==> config.mk <==
export PLATFORM = sky130hd
export DESIGN_NAME = multicycle_datapath
export DESIGN_NICKNAME = d
export VERILOG_FILES = /design/src/rtl/datapath_pkg.sv /design/src/rtl/regfile_p.sv /design/src/rtl/multicycle_datapath.sv
export SDC_FILE = /design/constraint.sdc
export NUM_CORES = 1
export LEC_CHECK = 0
export CORE_UTILIZATION = 33
export DETAILED_ROUTE_END_ITERATION = 7
export PLACE_DENSITY = 0.59
export SLEW_MARGIN = 10
export SYNTH_ARGS = -nofsm -noshare
export SYNTH_HDL_FRONTEND = slang
export SYNTH_SLANG_ARGS = --single-unit
export TNS_END_PERCENT = 1
==> constraint.sdc <==
create_clock -name sysclk -period 4.71 [get_ports sysclk]
set_input_delay 0.942 -clock sysclk [delete_from_list [all_inputs] [get_ports sysclk]]
set_output_delay 0.942 -clock sysclk [all_outputs]
set_load 0.01 [all_outputs]
==> src/rtl/datapath_pkg.sv <==
// Shared types and default sizes for the multicycle datapath.
// Holds the opcode and FSM state enums used by the top and the bench.
package datapath_pkg;

  localparam int DEF_DATA_W    = 8;
  localparam int DEF_REG_COUNT = 4;
  localparam int DEF_PC_W      = 8;
  localparam int DEF_IMM_W     = 3;

  typedef enum logic [2:0] {
    OP_ADD  = 3'b000,
    OP_SUB  = 3'b001,
    OP_AND  = 3'b010,
    OP_OR   = 3'b011,
    OP_ADDI = 3'b100,
    OP_LW   = 3'b101,
    OP_SW   = 3'b110,
    OP_BEQ  = 3'b111
  } opcode_e;

  typedef enum logic [2:0] {
    S_FETCH,
    S_DECODE,
    S_EXEC,
    S_MEM,
    S_WB
  } state_e;

endpackage

==> src/rtl/regfile_p.sv <==
// Register file: two async read ports, one sync write port,
// async active-low clear of every entry.
module regfile_p
  import datapath_pkg::*;
#(
  parameter int DATA_W    = DEF_DATA_W,
  parameter int REG_COUNT = DEF_REG_COUNT,
  localparam int RIDX_W   = $clog2(REG_COUNT)
) (
  input  logic              clk,
  input  logic              rst_n,
  input  logic [RIDX_W-1:0] ra1,
  input  logic [RIDX_W-1:0] ra2,
  output logic [DATA_W-1:0] rd1,
  output logic [DATA_W-1:0] rd2,
  input  logic              we,
  input  logic [RIDX_W-1:0] wa,
  input  logic [DATA_W-1:0] wd
);

  logic [DATA_W-1:0] mem [REG_COUNT];

  always_ff @(posedge clk or negedge rst_n) begin
    if (!rst_n) begin
      for (int i = 0; i < REG_COUNT; i++) begin
        mem[i] <= '0;
      end
    end else if (we) begin
      mem[wa] <= wd;
    end
  end

  assign rd1 = mem[ra1];
  assign rd2 = mem[ra2];

endmodule

==> src/rtl/multicycle_datapath.sv <==
// Multicycle FETCH/DECODE/EXEC/MEM/WB datapath with handshaked memories.
// Define MULTICYCLE_DATAPATH_BEQ_EN to make opcode 111 a BEQ, else a NOP.
module multicycle_datapath
  import datapath_pkg::*;
#(
  parameter int DATA_W    = DEF_DATA_W,
  parameter int REG_COUNT = DEF_REG_COUNT,
  parameter int PC_W      = DEF_PC_W,
  parameter int IMM_W     = DEF_IMM_W,
  localparam int RIDX_W   = $clog2(REG_COUNT),
  localparam int INSTR_W  = 3 + 2*RIDX_W + IMM_W
) (
  input  logic               sysclk,
  input  logic               sysrst_n,
  input  logic               run,
  output logic               imem_req,
  output logic [PC_W-1:0]    imem_addr,
  input  logic [INSTR_W-1:0] imem_rdata,
  input  logic               imem_valid,
  output logic               dmem_req,
  output logic               dmem_we,
  output logic [DATA_W-1:0]  dmem_addr,
  output logic [DATA_W-1:0]  dmem_wdata,
  input  logic [DATA_W-1:0]  dmem_rdata,
  input  logic               dmem_ack,
  output logic               retire,
  output logic [PC_W-1:0]    pc_o
);

  state_e state, state_n;

  logic [PC_W-1:0]    pc_q;
  logic [PC_W-1:0]    pc_inc;
  logic [PC_W-1:0]    br_tgt;
  logic [INSTR_W-1:0] instr_q;
  logic [DATA_W-1:0]  a_q, b_q, imm_q, res_q;
  logic [DATA_W-1:0]  alu_y, imm_x, rd1, rd2;
  logic [RIDX_W-1:0]  rs, rt;
  logic [IMM_W-1:0]   imm;
  opcode_e            op;
  logic               rf_we, is_mem, is_br;

  assign op  = opcode_e'(instr_q[INSTR_W-1 -: 3]);
  assign rs  = instr_q[IMM_W+2*RIDX_W-1 -: RIDX_W];
  assign rt  = instr_q[IMM_W+RIDX_W-1 -: RIDX_W];
  assign imm = instr_q[IMM_W-1:0];

  assign imm_x  = {{(DATA_W-IMM_W){imm[IMM_W-1]}}, imm};
  assign pc_inc = pc_q + PC_W'(1);
  assign is_mem = (op == OP_LW) || (op == OP_SW);
  assign is_br  = (op == OP_BEQ);

`ifdef MULTICYCLE_DATAPATH_BEQ_EN
  logic [PC_W-1:0] imm_pc;
  assign imm_pc = {{(PC_W-IMM_W){imm[IMM_W-1]}}, imm};
  assign br_tgt = (a_q == b_q) ? pc_inc + imm_pc : pc_inc;
`else
  assign br_tgt = pc_inc;
`endif

  always_comb begin
    alu_y = '0;
    unique case (op)
      OP_ADD:  alu_y = a_q + b_q;
      OP_SUB:  alu_y = a_q - b_q;
      OP_AND:  alu_y = a_q & b_q;
      OP_OR:   alu_y = a_q | b_q;
      OP_ADDI,
      OP_LW,
      OP_SW:   alu_y = a_q + imm_q;
      default: alu_y = '0;
    endcase
  end

  always_ff @(posedge sysclk or negedge sysrst_n) begin
    if (!sysrst_n) state <= S_FETCH;
    else           state <= state_n;
  end

  always_comb begin
    state_n  = state;
    imem_req = 1'b0;
    dmem_req = 1'b0;
    dmem_we  = 1'b0;
    retire   = 1'b0;
    rf_we    = 1'b0;
    unique case (state)
      S_FETCH: begin
        imem_req = run;
        if (run && imem_valid) state_n = S_DECODE;
      end
      S_DECODE: state_n = S_EXEC;
      S_EXEC: begin
        unique case (1'b1)
          is_mem: state_n = S_MEM;
          is_br: begin
            retire  = 1'b1;
            state_n = S_FETCH;
          end
          default: state_n = S_WB;
        endcase
      end
      S_MEM: begin
        dmem_req = 1'b1;
        dmem_we  = (op == OP_SW);
        if (dmem_ack) begin
          if (op == OP_SW) begin
            retire  = 1'b1;
            state_n = S_FETCH;
          end else begin
            state_n = S_WB;
          end
        end
      end
      S_WB: begin
        rf_we   = 1'b1;
        retire  = 1'b1;
        state_n = S_FETCH;
      end
      default: state_n = S_FETCH;
    endcase
  end

  // res_q doubles as the load data register once the ack arrives
  always_ff @(posedge sysclk or negedge sysrst_n) begin
    if (!sysrst_n) begin
      pc_q    <= '0;
      instr_q <= '0;
      a_q     <= '0;
      b_q     <= '0;
      imm_q   <= '0;
      res_q   <= '0;
    end else begin
      unique case (state)
        S_FETCH: begin
          if (run && imem_valid) instr_q <= imem_rdata;
        end
        S_DECODE: begin
          a_q   <= rd1;
          b_q   <= rd2;
          imm_q <= imm_x;
        end
        S_EXEC: begin
          res_q <= alu_y;
          if (is_br) pc_q <= br_tgt;
        end
        S_MEM: begin
          if (dmem_ack) begin
            if (op == OP_LW) res_q <= dmem_rdata;
            else             pc_q  <= pc_inc;
          end
        end
        S_WB:    pc_q <= pc_inc;
        default: pc_q <= pc_q;
      endcase
    end
  end

  assign imem_addr  = pc_q;
  assign pc_o       = pc_q;
  assign dmem_addr  = (state == S_MEM) ? res_q : '0;
  assign dmem_wdata = (state == S_MEM) ? b_q : '0;

  regfile_p #(
    .DATA_W    (DATA_W),
    .REG_COUNT (REG_COUNT)
  ) u_rf (
    .clk   (sysclk),
    .rst_n (sysrst_n),
    .ra1   (rs),
    .ra2   (rt),
    .rd1   (rd1),
    .rd2   (rd2),
    .we    (rf_we),
    .wa    (rt),
    .wd    (res_q)
  );

endmodule

Word level (Yosys, flattened, before mapping)

Index checks and enable logic that the tools add are counted.

Register bits: 80
Input bits: 23
Word-level logic and storage cells: 82
Output and inout port bits: 36

$lt $le $gt $ge: 3
Reduce and logical (&&, ||, !) cells: 12
Bitwise logic cells: 4
Multiplexer cells: 32
Equality and inequality tests: 16
$add $sub $neg: 4

Operators with widths:

| operator                                                 | count |
|---|---|
| 2-to-1 mux 8 bit                                         | 12 |
| case mux 8 bit (5 select lines)                          | 1 |
| binary-select mux 8 bit (select 2 bit)                   | 2 |
| bitwise mux 32 bit                                       | 1 |
| case mux 8 bit (3 select lines)                          | 1 |
| adder 8 bit                                              | 2 |
| demux 8 bit (select 2 bit)                               | 1 |
| case mux 8 bit (2 select lines)                          | 1 |
| equality test 3 bit, second input constant               | 5 |
| equality test 3 x 2 -> 1 bit, second input constant      | 4 |
| case mux 3 bit (4 select lines)                          | 1 |
| != test 2 bit, second input constant                     | 5 |
| 2-to-1 mux 3 bit                                         | 3 |
| adder 8 x 1 -> 8 bit, second input constant              | 1 |
| AND 8 bit                                                | 1 |
| OR 8 bit                                                 | 1 |
| subtractor 8 bit                                         | 1 |
| 2-to-1 mux 1 bit                                         | 7 |
| equality test 3 x 1 -> 1 bit, second input constant      | 2 |
| greater-or-equal comparator 3 bit, second input constant | 2 |
| zero test 3 bit                                          | 2 |
| NOT 2 -> 3 bit                                           | 2 |
| case mux 3 bit (2 select lines)                          | 1 |
| AND reduction 2 bit                                      | 2 |
| other kinds (9)                                          | 10 |

Longest topological paths before layout

Depth in word-level cells: 6
Depth in mapped cells: 15
Gate-level depth less buffers: 13

Cells and area by module

From an unflattened synthesis, not the netlist that was laid out.

Cell total of the unflattened synthesis: 411
Area, all modules: 4665.7 um2

By module, submodules not included:

| module              | cells an instance | area each (um2) | instances |
|---|---|---|---|
| multicycle_datapath | 323               | 3075.4          | 1 |
| regfile_p           | 88                | 1590.3          | 1 |

Worst setup path before layout

Ideal clock, no wire load.

Path kind: register to register
Start: register instr_q[7]
End: register res_q[4]
Arrival time: 2.624 ns
Stages on the path, launching flop included: 15
Required time: 4.615 ns
Path slack: 1.990 ns
Clock period less this slack: 2.720 ns
Setup time: 0.095 ns
Cells stage by stage: dfrtp_1 buf_4 clkbuf_1 buf_1 a21oi_1 o21ai_0 ha_1 inv_1 fa_1 nor2b_1 o21ai_0 nand2b_1 xor2_1 a21oi_1 o31ai_1

Word-level cells in the longest chain between the ends: 4
Elaborated cells between the ends (all ways): 12

Ends and longest elaborated chain:

| item                                          | RTL line                                              | RTL |
|---|---|---|
| start: declaration                            | multicycle_datapath.sv:35                             | `logic [INSTR_W-1:0] instr_q;` |
| start signal: assignment                      | multicycle_datapath.sv:136                            | `if (run && imem_valid) instr_q <= imem_rdata;` |
| equality test 3 bit, on equally long branches | multicycle_datapath.sv:63, multicycle_datapath.sv:149 |  |
| OR reduction 3 bit                            | multicycle_datapath.sv:63                             | `unique case (op)` |
| case mux 8 bit (5 select lines)               | multicycle_datapath.sv:63                             |  |
| case mux 8 bit (2 select lines)               | multicycle_datapath.sv:134                            | `unique case (state)` |
| end signal: assignment                        | multicycle_datapath.sv:144                            | `res_q <= alu_y;` |
| end signal: assignment                        | multicycle_datapath.sv:149                            | `if (op == OP_LW) res_q <= dmem_rdata;` |
| end: declaration                              | multicycle_datapath.sv:36                             | `logic [DATA_W-1:0] a_q, b_q, imm_q, res_q;` |

Several ways; a longest one is shown, not always the timed one.
A chain may end at the register's enable or synchronous reset.

Worst setup path in the final report

Start: register instr_q[8]
End: output port retire

Word-level cells in the longest chain between the ends: 4
Elaborated cells between the ends (all ways): 6

Ends and longest elaborated chain:

| item                              | RTL line                   | RTL |
|---|---|---|
| equality test 3 bit               | multicycle_datapath.sv:107 | `if (op == OP_SW) begin` |
| 2-to-1 mux 1 bit                  | multicycle_datapath.sv:107 |  |
| 2-to-1 mux 1 bit                  | multicycle_datapath.sv:106 | `if (dmem_ack) begin` |
| case mux 1 bit (3 select lines) * | multicycle_datapath.sv:87  | `unique case (state)` |
| end: declaration                  | multicycle_datapath.sv:26  | `output logic retire,` |

Every way passes the cells marked *; elsewhere a longest branch is shown, timed or not.

==> results.txt <==
outcome: completed
die height: 121 µm
Net count, final: 503
portion of synthesized cell area occupied by the leading cell type: 43.0%
setup repair after global routing missed its margin: false
DP Wirelength: 8310 µm
library cells used by synthesis: 57
area added between synthesis and finish: 20.4%
vias after detailed routing: 3544
terminus of the critical flop-to-flop path: res_q[6]
Bufs and invs on worst path: 2
reported leakage power: 2.45 nW
number of standard cells after synthesis: 432
pin count of the biggest net entering global routing: 53
total track usage: 17.0%
die area: 14600 µm²
number of placed I/O pins: 59
remaining max-slew budget at the tightest pin: 36.4%
n_diodes: 0
Largest stage delay, worst path: 0.69 ns
top cell family by delay on the critical path: buffers and inverters
number of flip-flops and latches in the synthesized netlist: 80
Cells on Worst Hold Path: 1
Endpoint, Worst Hold: imem_addr[7]
cell with the largest stage delay on the worst path: dfrtp_1
number of vias per cell after detailed routing: 5.42
Critical Path Stages: 6
routed metal-1 wirelength: 5130 µm
count of input and output buffers: 58
via count of the first global-routing pass: 3524
Design Power: 0.00363 W
synthesized area: 4660 µm²
sum of negative setup slack: 0 ns
Peak VDD IR: 0.000228 V
length in cells of the worst reg-to-reg path: 12
total number of clock tree sinks: 80
count of antenna-violating nets left after detailed routing: 0
Crit. End Element: output pin
Final Setup Violations: 0
effective utilization at floorplan: 33.7%
critical setup path kind: register to output pin
Iter 0 DRT Violations: 188
Critical Path AT: 2.46 ns
amount of wire on met3 after detailed routing: 537 µm
achievable clock frequency: 0.294 GHz
die outline width: 121 µm
Core Footprint: 13800 µm²
DRC violations left: 0
total number of yosys warnings: 0
largest area contributor in the synthesized netlist: dfrtp_1
skew final: 0.00527 ns
dominant register cell in the synthesized netlist: dfrtp_1
met2 wire len: 5620 µm
data required time of the critical path: 3.77 ns
number of enable flip-flop cells after synthesis: 0
number of CTS-inserted buffers: 9
Reg-to-Reg Start: instr_q[9]
first-pass GRT wire length: 18900 µm
critical hold path startpoint: imem_addr[7]
post-synthesis net count: 465
initial antenna violation count: 0
final estimated routing congestion in global placement: 0.873
post-CTS clock slew at the launch and capture registers of the worst setup and hold paths: 0.06 ns
cts repair resizes: 0
H-tree lvl count: 3
clock latency of the later-clocked register in the worst-skew pair: 0.33 ns
post-synthesis average cell area: 10.8 µm²
share of cells above drive strength 1: 17.9%
Clock Path Buffers: 2
TritonCTS clock tree: done
slack of the worst reg-to-reg path: 1.51 ns
fin crit share: 72.1%
Worst Setup Start Kind: register
total wire length: 11500 µm
Max Used Layer: met4
detail-routed net length per standard cell: 17.6 µm
share of flip-flops with an asynchronous set or reset after synthesis: 100%
Initial DRT Pass Iterations: 4
cell-by-cell listing of the critical path: inv_1 > nor2_1 > and3_1 > nand2_1 > o21ai_0 > clkdlybuf4s50_1
maximum fanout along the worst path: 18
post-layout minimum cycle time: 3.40 ns
Tightest Hold Check Type: register to register
Filler cells: 1280
max-capacitance violation count: 0
hold bufs inserted after CTS: 0
final hold vios: 0
Final Slew Violations: 0
fraction of the yosys area taken by sequential cells: 43.0%
transition time at the pin with the least slew margin: 0.954 ns
total power per unit cell area: 648 nW/µm²
CTS Root Cell: clkbuf_16
post-CTS setup buffer count: 0
number of standard-cell rows in the floorplan: 43
cell types with the largest area share after synthesis: dfrtp_1, mux2_2, mux4_2, mux2_1, nand2_1
aggregate global routing overflow: 0
[registers in the layout, summed over array words and instances (netlist names)]
| name | flops |
|---|---|
| imem_addr | 8 |
| res_q | 8 |
| instr_q | 10 |
| a_q | 8 |
| u_rf.mem | 32 |
| imm_q | 3 |
| state | 3 |
| b_q | 8 |
[cell usage after synthesis (2+ instances only)]
cell,instances
buf_2,2
o21ai_1,5
mux2_1,17
a31oi_1,3
nand3_1,5
nand2b_1,5
a21oi_1,22
o311ai_0,2
nor2_1,34
o31ai_1,9
o22ai_1,3
nand3b_1,2
nand2_1,35
a31o_2,2
nor2b_1,6
o21ai_0,23
inv_1,10
nor3b_2,2
mux2_2,40
and3_1,14
buf_4,9
o221ai_1,3
dfrtp_1,80
buf_1,2
ha_1,9
a21o_1,4
xnor2_1,5
nor3_1,4
nand4_1,5
xor2_1,7
clkbuf_1,21
mux4_2,16
nor3b_1,2
[placed cells by master (no fill, tap or decap), drive strengths merged, types with 7 or more instances in the layout]
| cell type | instances |
|---|---|
| clkdlybuf4s50 | 57 |
| xor2 | 7 |
| and3 | 15 |
| nor2 | 34 |
| inv | 11 |
| ha | 9 |
| dfrtp | 80 |
| a21oi | 22 |
| clkbuf | 12 |
| nand2 | 35 |
| mux4 | 16 |
| o21ai | 28 |
| o31ai | 9 |
| mux2 | 57 |
[logic make-up (layout without fill, tap and decap cells)]
kind of cell	Yosys count	in the layout	synth area share, %
multiplexers	74	74	21.7
buffers and inverters	46	88	4.65
adder cells (fa/ha/maj)	11	11	3.06
flip-flops	80	80	43.0
AND/OR/NAND/NOR	122	122	13.2
AO/OA/AOI/OAI	87	87	12.1
XOR/XNOR	12	12	2.26
[metrics by stage]
step                      instance area (µm²)  std cells  worst slack (ns)  util, %  hold WS, ns
after global placement                   5320        639              1.44     38.5        0.478
after floorplan                          4660        432              1.99        -        0.459
final                                    5610        654              1.31     40.6        0.491
after global routing                     5610        654              1.14     40.6        0.512
after detailed placement                 5320        639              1.44     38.5        0.482
after CTS                                5610        654              1.32     40.6        0.493
[power breakdown]
| group | internal, W | switching (W) | total (W) |
|---|---|---|---|
| combinational | 0.000821 | 0.000788 | 0.00161 |
| sequential | 0.000934 | 0.000408 | 0.00134 |
| clock | 0.000421 | 0.000262 | 0.000683 |
[worst max-delay path by stage]
| stage | startpoint | end | slack, ns |
|---|---|---|---|
| 2_1_floorplan | instr_q[7] | res_q[4] | 1.99 |
| 3_3_place_gp | run | imem_req | 1.44 |
| 3_5_place_dp | run | imem_req | 1.44 |
| 4_1_cts | instr_q[8] | retire | 1.32 |
| 5_1_grt | state[1] | retire | 1.14 |
| 6_report | instr_q[8] | retire | 1.31 |
[metal layers]
metal / global-route usage (%) / vias to the layer above
li1: - / 1651
met1: 22.1 / 1796
met2: 27.8 / 80
met3: 3.87 / 17
met4: 5.79 / 0
met5: 0 / -
[layout make-up]
class	count	area (µm²)	area share, %
tap	180	225	4.01
clock buffer	12	246	4.39
timing repair buffer	62	608	10.8
sequential	80	2000	35.7
multi-input combinational	306	2440	43.6
clock inverter	3	42.5	0.758
inverter	11	41.3	0.736
Power figures use the tool's default switching activity.
